`src/rtl/async_fifo_wr_arbiter_pkg.sv`:
```
// Shared definitions for the async FIFO write-side arbiter slice.
// This package holds the FSM encoding, the register width helpers and the stall counter width.
// Optional feature macro used elsewhere in the slice: ASYNC_FIFO_ARB_STALL_CNT_EN.
package async_fifo_pkg;

  typedef enum logic {
    IDLE  = 1'b0,
    BURST = 1'b1
  } arb_state_t;

  localparam int STALL_CNT_W = 16;

  // Width of an index over n requesters. A single requester still needs one bit.
  function automatic int owner_w(input int n);
    return (n > 1) ? $clog2(n) : 1;
  endfunction

  // The beat counter must be able to hold the value max_burst itself.
  function automatic int beat_cnt_w(input int max_burst);
    return $clog2(max_burst) + 1;
  endfunction

endpackage

```
`src/rtl/async_fifo_wr_arbiter_if.sv`:
```
// Requester / FIFO write-port bundle for async_fifo_wr_arbiter.
// master: the requesters and the FIFO status side. slave: the arbiter.
interface async_fifo_wr_arbiter_if #(
  parameter int NUM_REQ    = 4,
  parameter int DATA_WIDTH = 8
);
  logic [NUM_REQ-1:0]            req;
  logic [NUM_REQ*DATA_WIDTH-1:0] req_data;
  logic [NUM_REQ-1:0]            req_last;
  logic                          fifo_full;
  logic [NUM_REQ-1:0]            grant;
  logic                          fifo_wr_en;
  logic [DATA_WIDTH-1:0]         fifo_data;
  logic                          busy;

  modport master (
    output req, req_data, req_last, fifo_full,
    input  grant, fifo_wr_en, fifo_data, busy
  );

  modport slave (
    input  req, req_data, req_last, fifo_full,
    output grant, fifo_wr_en, fifo_data, busy
  );
endinterface

```
`src/rtl/async_fifo_wr_arbiter_rr_pick.sv`:
```
// Combinational round-robin picker: finds the first active request
// scanning last_owner+1, last_owner+2, ... with wrap-around.
module rr_pick
  import async_fifo_pkg::*;
#(
  parameter int NUM_REQ = 4,
  parameter int OW      = owner_w(NUM_REQ)
) (
  input  logic [NUM_REQ-1:0] req_i,
  input  logic [OW-1:0]      last_owner_i,
  output logic [OW-1:0]      pick_o,
  output logic               valid_o
);

  logic [2*NUM_REQ-1:0] req_dbl;
  logic [2*NUM_REQ-1:0] req_rot;

  // Rotate a doubled copy so that bit 0 is the requester after last_owner.
  always_comb begin
    req_dbl = {req_i, req_i};
    req_rot = req_dbl >> (last_owner_i + 1'b1);
  end

  // Take the lowest set bit of the rotated view and map it back to an index.
  always_comb begin : scan
    int p;
    p       = 0;
    pick_o  = '0;
    valid_o = 1'b0;
    for (int i = 0; i < NUM_REQ; i++) begin
      if (!valid_o && req_rot[i]) begin
        p = int'(last_owner_i) + 1 + i;
        if (p >= NUM_REQ) p = p - NUM_REQ;
        pick_o  = OW'(p);
        valid_o = 1'b1;
      end
    end
  end

endmodule

```
`src/rtl/async_fifo_wr_arbiter.sv`:
```
// Write-side scheduler that shares one async FIFO write port among NUM_REQ requesters.
// The scheduler arbitrates round-robin. A granted requester keeps the port until its last beat or MAX_BURST beats.
// When ASYNC_FIFO_ARB_STALL_CNT_EN is defined, an extra stall_cnt output counts cycles stalled on fifo_full.
module async_fifo_wr_arbiter
  import async_fifo_pkg::*;
#(
  parameter int NUM_REQ    = 4,
  parameter int DATA_WIDTH = 8,
  parameter int MAX_BURST  = 4
) (
  input  logic                    clk_w,
  input  logic                    rst,
  async_fifo_wr_arbiter_if.slave  wr_if
`ifdef ASYNC_FIFO_ARB_STALL_CNT_EN
  ,
  output logic [STALL_CNT_W-1:0]  stall_cnt
`endif
);

  localparam int OW = owner_w(NUM_REQ);
  localparam int BW = beat_cnt_w(MAX_BURST);

  arb_state_t            state_q, state_d;
  logic [OW-1:0]         owner_q, owner_d;
  logic [OW-1:0]         last_owner_q, last_owner_d;
  logic [BW-1:0]         beat_cnt_q, beat_cnt_d;
  logic [OW-1:0]         pick;
  logic                  pick_vld;
  logic                  own_req;
  logic                  own_last;
  logic                  accept;
  logic [DATA_WIDTH-1:0] slice [NUM_REQ];

  for (genvar g = 0; g < NUM_REQ; g++) begin : g_slice
    assign slice[g] = wr_if.req_data[g*DATA_WIDTH +: DATA_WIDTH];
  end

  rr_pick #(
    .NUM_REQ (NUM_REQ),
    .OW      (OW)
  ) u_rr_pick (
    .req_i        (wr_if.req),
    .last_owner_i (last_owner_q),
    .pick_o       (pick),
    .valid_o      (pick_vld)
  );

  // Owner-side status and the beat-accept condition.
  always_comb begin
    own_req  = wr_if.req[owner_q];
    own_last = wr_if.req_last[owner_q];
    accept   = (state_q == BURST) && own_req && !wr_if.fifo_full;
  end

  // State register. Asynchronous reset makes last_owner point at the top index, so requester 0 wins first.
  always_ff @(posedge clk_w or posedge rst) begin
    if (rst) begin
      state_q      <= IDLE;
      owner_q      <= '0;
      last_owner_q <= OW'(NUM_REQ - 1);
      beat_cnt_q   <= '0;
    end else begin
      state_q      <= state_d;
      owner_q      <= owner_d;
      last_owner_q <= last_owner_d;
      beat_cnt_q   <= beat_cnt_d;
    end
  end

  // Next-state logic. A burst ends on a last beat, at the burst limit, or when the owner withdraws.
  always_comb begin
    state_d      = state_q;
    owner_d      = owner_q;
    last_owner_d = last_owner_q;
    beat_cnt_d   = beat_cnt_q;
    case (state_q)
      IDLE: begin
        if (pick_vld) begin
          state_d    = BURST;
          owner_d    = pick;
          beat_cnt_d = '0;
        end
      end
      BURST: begin
        if (accept) begin
          beat_cnt_d = beat_cnt_q + 1'b1;
          if (own_last || ((beat_cnt_q + 1'b1) == BW'(MAX_BURST))) begin
            state_d      = IDLE;
            last_owner_d = owner_q;
          end
        end else if (!own_req) begin
          state_d      = IDLE;
          last_owner_d = owner_q;
        end
      end
      default: state_d = IDLE;
    endcase
  end

  // Output logic. Everything is zero in IDLE or under reset. The owner's data is presented throughout BURST.
  always_comb begin
    wr_if.grant      = '0;
    wr_if.fifo_wr_en = 1'b0;
    wr_if.fifo_data  = '0;
    wr_if.busy       = 1'b0;
    if (!rst && (state_q == BURST)) begin
      wr_if.busy           = 1'b1;
      wr_if.fifo_data      = slice[owner_q];
      wr_if.grant[owner_q] = accept;
      wr_if.fifo_wr_en     = accept;
    end
  end

`ifdef ASYNC_FIFO_ARB_STALL_CNT_EN
  logic [STALL_CNT_W-1:0] stall_cnt_q;

  // Saturating count of cycles where the owner has a beat ready but the FIFO is full.
  always_ff @(posedge clk_w or posedge rst) begin
    if (rst) begin
      stall_cnt_q <= '0;
    end else if ((state_q == BURST) && own_req && wr_if.fifo_full && (stall_cnt_q != '1)) begin
      stall_cnt_q <= stall_cnt_q + 1'b1;
    end
  end

  assign stall_cnt = stall_cnt_q;
`endif

endmodule

```
`src/flat_wrapper.sv`:
```
// flat-port wrapper written by rule: the top's interface ports become plain ports
module async_fifo_wr_arbiter_flat import async_fifo_pkg::*;
#(
  parameter int NUM_REQ    = 4,
  parameter int DATA_WIDTH = 8,
  parameter int MAX_BURST  = 4
)
  (clk_w, rst, wr_if_req, wr_if_req_data, wr_if_req_last, wr_if_fifo_full, wr_if_grant, wr_if_fifo_wr_en, wr_if_fifo_data, wr_if_busy);
  async_fifo_wr_arbiter_if #(.NUM_REQ(NUM_REQ), .DATA_WIDTH(DATA_WIDTH)) wr_if_i ();
  input  logic clk_w;
  input  logic rst;
  input wire logic [$bits(wr_if_i.req)-1:0] wr_if_req;
  input wire logic [$bits(wr_if_i.req_data)-1:0] wr_if_req_data;
  input wire logic [$bits(wr_if_i.req_last)-1:0] wr_if_req_last;
  input wire logic [$bits(wr_if_i.fifo_full)-1:0] wr_if_fifo_full;
  output wire logic [$bits(wr_if_i.grant)-1:0] wr_if_grant;
  output wire logic [$bits(wr_if_i.fifo_wr_en)-1:0] wr_if_fifo_wr_en;
  output wire logic [$bits(wr_if_i.fifo_data)-1:0] wr_if_fifo_data;
  output wire logic [$bits(wr_if_i.busy)-1:0] wr_if_busy;
  assign wr_if_i.req = wr_if_req;
  assign wr_if_i.req_data = wr_if_req_data;
  assign wr_if_i.req_last = wr_if_req_last;
  assign wr_if_i.fifo_full = wr_if_fifo_full;
  assign wr_if_grant = wr_if_i.grant;
  assign wr_if_fifo_wr_en = wr_if_i.fifo_wr_en;
  assign wr_if_fifo_data = wr_if_i.fifo_data;
  assign wr_if_busy = wr_if_i.busy;
  async_fifo_wr_arbiter #(.NUM_REQ(NUM_REQ), .DATA_WIDTH(DATA_WIDTH), .MAX_BURST(MAX_BURST)) u_core (.clk_w(clk_w), .rst(rst), .wr_if(wr_if_i));
endmodule
```
`config.mk`:
```
export PLATFORM = sky130hd
export DESIGN_NAME = async_fifo_wr_arbiter_flat
export DESIGN_NICKNAME = d
export VERILOG_FILES = /design/src/rtl/async_fifo_wr_arbiter_pkg.sv /design/src/rtl/async_fifo_wr_arbiter_if.sv /design/src/rtl/async_fifo_wr_arbiter_rr_pick.sv /design/src/rtl/async_fifo_wr_arbiter.sv /design/src/flat_wrapper.sv
export SDC_FILE = /design/constraint.sdc
export NUM_CORES = 1
export LEC_CHECK = 0
export BUFFER_PORTS_ARGS = -buffer_cell sky130_fd_sc_hd__buf_2
export CAP_MARGIN = 20
export CORE_ASPECT_RATIO = 1.2
export CORE_UTILIZATION = 39
export CTS_BUF_LIST = sky130_fd_sc_hd__clkbuf_8
export CTS_CLUSTER_SIZE = 16
export DETAILED_ROUTE_END_ITERATION = 8
export PLACE_DENSITY = 0.87
export SETUP_SLACK_MARGIN = 0.1
export SLEW_MARGIN = 25
export SYNTH_ARGS = -nofsm -noshare
export SYNTH_HDL_FRONTEND = slang
export SYNTH_SLANG_ARGS = --single-unit
export TNS_END_PERCENT = 5
```
`constraint.sdc`:
```
create_clock -name clk_w -period 1.8 [get_ports clk_w]
set_input_delay 0.18 -clock clk_w [delete_from_list [all_inputs] [get_ports clk_w]]
set_output_delay 0.18 -clock clk_w [all_outputs]
set_load 0.005 [all_outputs]
```
==> metrics.txt, run 1 <==
status=complete, but fails checks; failing checks=setup timing; Synth area leaders=dfrtp_1 (17%), mux4_2 (13%), mux4_1 (12%), and3_1 (7.1%), dfstp_2 (6.0%); global placement routability congestion=0.799; wire length per cell=16.5 um; commonest non-fill, non-tap cell in the layout=buf_2; fin area=1330 um^2; ys flop type=dfrtp_1; Cells after Synth=81; Pint=1110 uW; Critical Path Source=u_core.owner_q[1]$_DFFE_PP0P_; Slew @ Worst Pin=0.553 ns; Static Leak=0.000680 uW; Critical Path RT=1.62 ns; critical path type=flop to output port; Max clock buf depth=2; clock share of power=0.122; Core Area=2090 um^2; Max FO, Critical Path=5; Final setup viols=4; crit path launch type=flop; Final Max Tran Viols=0; Clock Latency Late Sink=around 0.23 ns; vias in the first global route=965; die height=54.0 um; Yosys top cell area share=0.171; sw power=about 700 uW; Post-synth EDFFs=0; Synth Register Bits=8; layout cells sized above 1=0.669; area grow syn2layout=51.3%; largest net degree at the start of global routing=18; initial DRC count=20; CP arrival=~1.7 ns; total power=1800 uW; clock slew at reported path FFs=around 0.04 ns; share of async-settable or async-resettable flops after synthesis=1.00; Max Cap Violations=0; relative slew slack=0.631; DP HPWL=1.85 mm; PortBufs=56; CTS Buf Count=3; combinational power share=0.666; min Tclk post-route=1.84 ns; dpl cell area=1180 um^2; post-route ant nets=0; Sw Ratio=0.382; most frequent cells in the layout=buf_2 (53), mux4_2 (9), and3_1 (7); ant diodes=0; RSZ-0062 raised after global routing=yes; GRT Util Overall=0.231; Final Hold Vio Count=0; grt ovf=0; CTS tree=yes; I/O pins=57; Max IR drop VDD=0.690 mV; Yosys cell types=38; Pwr Density=1360 nW/um^2; Worst R2R Start=u_core.owner_q[0]$_DFFE_PP0P_; Final period util=1.02; syn avg cell area=10.8 um^2; via count=967; clk sinks=8; Syn Nets=126; Die Area=2450 um^2; DRC=0; number of detailed-routing iterations run before antenna repair=4; hold buffers post-CTS=0; Initial Utilization=0.419; Avg Vias per Cell=5.62; Hold WC Path Type=primary input to asynchronous set/reset pin; mapped cell area=878 um^2; initial antenna violation count=0; Yosys top cell by area=dfrtp_1; routed wire length=between 2 and 3 mm; chip width=45.3 um; Filler cells=roughly 160; register area share after synthesis=0.231; htree depth=1; Ys Warns=0; Post-Route Skew=0.00228 ns; crit path capture type=output port; register share of total power=0.212; clock root buffer=clkbuf_8; f_max=0.542 GHz; FP Rows=18; Nets=189; first-pass GRT wire length=4.02 mm; final worst slack=-0.0447 ns
worst max-delay path, cell delays in order (launching register included):
cell and delay (ns):
dfrtp_1 0.41, buf_4 0.17, mux4_2 0.27, nand2_4 0.08
buf_6 0.14, nor4_2 0.19, buf_2 0.17
synthesized netlist by cell type, types with 2 or more instances:
library cell / count
and3_1: 10
dfrtp_1: 6
mux4_2: 5
nand3_1: 5
inv_1: 4
mux4_1: 4
nand2_1: 4
nor2_1: 3
nor4_1: 3
a21oi_1: 2
buf_6: 2
clkbuf_1: 2
dfstp_2: 2
ha_1: 2
mux2_1: 2
nor4b_1: 2
o21ai_0: 2
metrics by stage:
stage               setup TNS (ns)  hold WS, ns  worst slack [ns]  instances  utilization
global placement                 0        0.244             0.106        165        0.562
detailed placement               0        0.260            0.0531        165        0.562
CTS                        -0.0439       0.0185           -0.0156        173        0.622
finish                     -0.0703       0.0475           -0.0447        172        0.634
floorplan                        0       0.0427             0.133         81            -
global route                -0.515       0.0833            -0.128        172        0.634
registers in the layout, summed over array words and instances (netlist names):
name / count
u_core.last_owner_q: 2
u_core.state_q: 1
u_core.beat_cnt_q: 3
u_core.owner_q: 2
per-layer routing:
metal,wire length [um],GRT usage
met1,1050,0.216
met2,1440,0.449
met3,255,0.0604
met4,93,0.111
met5,0,0
cell families after synthesis:
| logic type | synth area share |
|---|---|
| buf+inv | 0.0726 |
| compound gates | 0.0826 |
| flops | 0.231 |
| xor+xnor | 0.00997 |
| fa+ha+maj | 0.0285 |
| simple gates | 0.261 |
| mux | 0.315 |
power by group through the flow:
stage          clock (uW)  combinational, uW  sequential, uW
2_1_floorplan           0                755             329
3_3_place_gp            0                892             356
3_5_place_dp            0                926             362
4_1_cts               225               1170             374
5_1_grt               236               1290             393
6_report              219               1200             382
cell type report:
class / count / area (um^2) / area share
inverters: 4 / 15.0 / 0.0113
repair buffers: 64 / 387 / 0.291
flip-flops and latches: 8 / 204 / 0.153
well taps: 30 / 37.5 / 0.0282
clock buffers: 3 / 41.3 / 0.0311
multi-input cells: 63 / 644 / 0.485
worst paths after layout:
check	endpoint	cells past startpoint	slack, ns
worst min register to register	u_core.beat_cnt_q[0]$_DFFE_PP0P_	1	0.54
worst min-delay path	u_core.state_q$_DFF_PP0_	2	0.05
worst max register to register	u_core.last_owner_q[1]$_DFFE_PP1P_	5	0.06
max in group asynchronous	u_core.owner_q[0]$_DFFE_PP0P_	2	1.36
min in group clk_w	u_core.state_q$_DFF_PP0_	3	0.33
worst max-delay path	wr_if_grant[0]	6	-0.04
timing repair:
item                                    in CTS  in global routing
buffers inserted                             4                  0
pin swaps                                    7                  4
gates resized for setup                     13                 10
gates cloned                                 1                  0
endpoints found under the setup margin      15                 16
Note: power is estimated with default switching activity, not from simulation.
==> inputs of run 2 (changes only) <==
- GPL_TIMING_DRIVEN: default -> 0
==> run 2 against run 1 <==
Compared with the run above: the flow still finishes with violations (setup timing); cell count grew 3.5%; worst setup slack worse by 0.031 ns; clock skew rose by 0.0013 ns; fmax shrank 1.6%.
==> metrics.txt, run 2 (same netlist as run 1, synthesis figures left out) <==
initial antenna violation count=0 (unchanged); GRT busiest layer=met2; RSZ-0062 raised after global routing=yes; min Tclk post-route=1.88 ns (+0.0307 ns); crit path launch type=flop; Final Max Tran Viols=0 (unchanged); Max IR drop VDD=0.735 mV (+6.5%); commonest non-fill, non-tap cell in the layout=buf_2; initial DRC count=15 (-25%); most frequent cells in the layout=buf_2 (55), mux4_2 (8), and3_1 (7), buf_4 (7), dfrtp_1 (6); layout cells sized above 1=0.628 (-0.0406); Clock Latency Late Sink=0.23 ns (about the same); I/O pins=57 (unchanged); vias in the first global route=879 (-8.9%); die height=54.0 um (unchanged); crit path capture type=output port; final worst slack=-0.0754 ns (-0.0307 ns); Die Area=2450 um^2 (unchanged); ant diodes=0 (unchanged); post-route ant nets=0 (unchanged); worst hold slack=0.0306 ns (-0.0169 ns); status=complete, but fails checks; wire length per cell=14.8 um (-10%); Final setup viols=5 (+1); critical path type=flop to output port; routed wire length=2.63 mm (-7.0%); Max FO, Critical Path=5 (unchanged); area grow syn2layout=50.9%; Nets=194 (+2.6%); internal reg-to-reg setup slack=0.04 ns (-0.02 ns); PortBufs=56 (unchanged); Most flops, register=u_core.beat_cnt_q; GR Util met2=0.399 (-0.0507); via count=963 (-0.41%); chip width=45.3 um (unchanged); DRC=0 (unchanged); Hold WC Path Type=primary input to asynchronous set/reset pin; Critical Path RT=1.62 ns (about the same); Core Area=2090 um^2 (unchanged); htree depth=1 (unchanged); largest net degree at the start of global routing=18 (unchanged); relative slew slack=0.651 (+0.0204); Slew @ Worst Pin=0.523 ns (-0.0306 ns); Static Leak=0.000699 uW (+2.8%); CTS tree=yes; CTS Buf Count=3 (unchanged); Initial Utilization=0.419 (unchanged); first-pass GRT wire length=3.67 mm (-8.6%); DP HPWL=1.94 mm (+4.5%); FP Rows=18 (unchanged); GRT Util Overall=0.209 (-0.0219); Post-Route Skew=0.00355 ns (+0.00127 ns); met3 Use GR=0.0570 (-0.00336); met1 global-route usage=0.205 (-0.0112); CP arrival=1.70 ns (+0.04 ns); global placement routability congestion=0.715 (-11%); clk sinks=8 (unchanged); clock slew at reported path FFs=0.04 ns (about the same); Pwr Density=1340 nW/um^2 (-1.4%); Final Hold Vio Count=0 (unchanged); number of detailed-routing iterations run before antenna repair=4 (unchanged); Max clock buf depth=2 (unchanged); Final Core Density=0.633 (-0.00179); f_max=0.533 GHz (-1.6%); Final period util=1.04 (+0.0171); failing checks=setup timing; Max Cap Violations=0 (unchanged); clock root buffer=clkbuf_8; Avg Vias per Cell=5.41 (-3.8%); grt ovf=0 (unchanged); Largest regs=u_core.beat_cnt_q x3, u_core.last_owner_q x2, u_core.owner_q x2; number of flip-flops in the largest register=3 (unchanged)
run 2: changes by cell type in the layout (fill, tap and decap cells not counted), moves of 2 or more:
cell / previous run / this run
nor4_2: 2 / 0
nor4_1: 1 / 3
buf_4: 4 / 7
clkbuf_1: 0 / 2
buf_2: 53 / 55
run 2: critical path: stages, from the launching register on:
cell and delay [ns]:
dfrtp_1 0.37, buf_6 0.13, mux4_2 0.38, nand2_4 0.08, buf_4 0.14, nor4_1 0.20, buf_2 0.17
run 2: worst paths after layout:
check | to | depth (start not counted) | from
min in group clk_w | u_core.state_q$_DFF_PP0_ | 3 | wr_if_req[0]
worst max-delay path | wr_if_grant[0] | 6 | u_core.owner_q[0]$_DFFE_PP0P_
max in group asynchronous | u_core.last_owner_q[0]$_DFFE_PP1P_ | 2 | rst
worst min register to register | u_core.beat_cnt_q[0]$_DFFE_PP0P_ | 1 | u_core.beat_cnt_q[0]$_DFFE_PP0P_
worst max register to register | u_core.last_owner_q[0]$_DFFE_PP1P_ | 5 | u_core.owner_q[1]$_DFFE_PP0P_
worst min-delay path | u_core.beat_cnt_q[2]$_DFFE_PP0P_ | 2 | rst
run 2: layout make-up:
type | count | area, um^2
Sequential cell | 8 | 203
Clock inverter | 1 | 3.75
Buffer | 6 | 50.0
Clock buffer | 3 | 41.3
Inverter | 4 | 15.0
Timing Repair Buffer | 63 | 345
Fill cell | 169 | 769
Tap cell | 30 | 37.5
Multi-Input combinational cell | 63 | 629
run 2: stage by stage:
step / setup slack [ns] / cells / TNS [ns] / power (uW) / area [um^2]
6_report: -0.0754 / 178 / -0.180 / 1770 / 1330
5_1_grt: -0.118 / 178 / -0.588 / 1900 / 1330
4_1_cts: -0.0355 / 176 / -0.116 / 1690 / 1290
3_5_place_dp: 0.0126 / 167 / 0 / 1330 / 1200
3_3_place_gp: 0.0619 / 167 / 0 / 1290 / 1200
2_1_floorplan: 0.133 / 81 / 0 / 1080 / 878
run 2: where the power goes:
part | internal, uW | switching [uW]
Combinational | 686 | 515
Sequential | 278 | 69.3
Clock | 148 | 75.6
Total | 1110 | 659
run 2: layer usage:
| metal | wire (um) | part of all wire |
|---|---|---|
| met2 | 1420 | 0.54 |
| met4 | 51 | 0.019 |
| met1 | 933 | 0.35 |
| met5 | 0 | 0 |
| met3 | 229 | 0.087 |
run 2: what timing repair did:
item	4_1_cts	5_1_grt
endpoints found under the setup margin	15	16
resized for setup	8	6
pin swaps	3	2
setup buffers	5	2
hold buffers	0	0
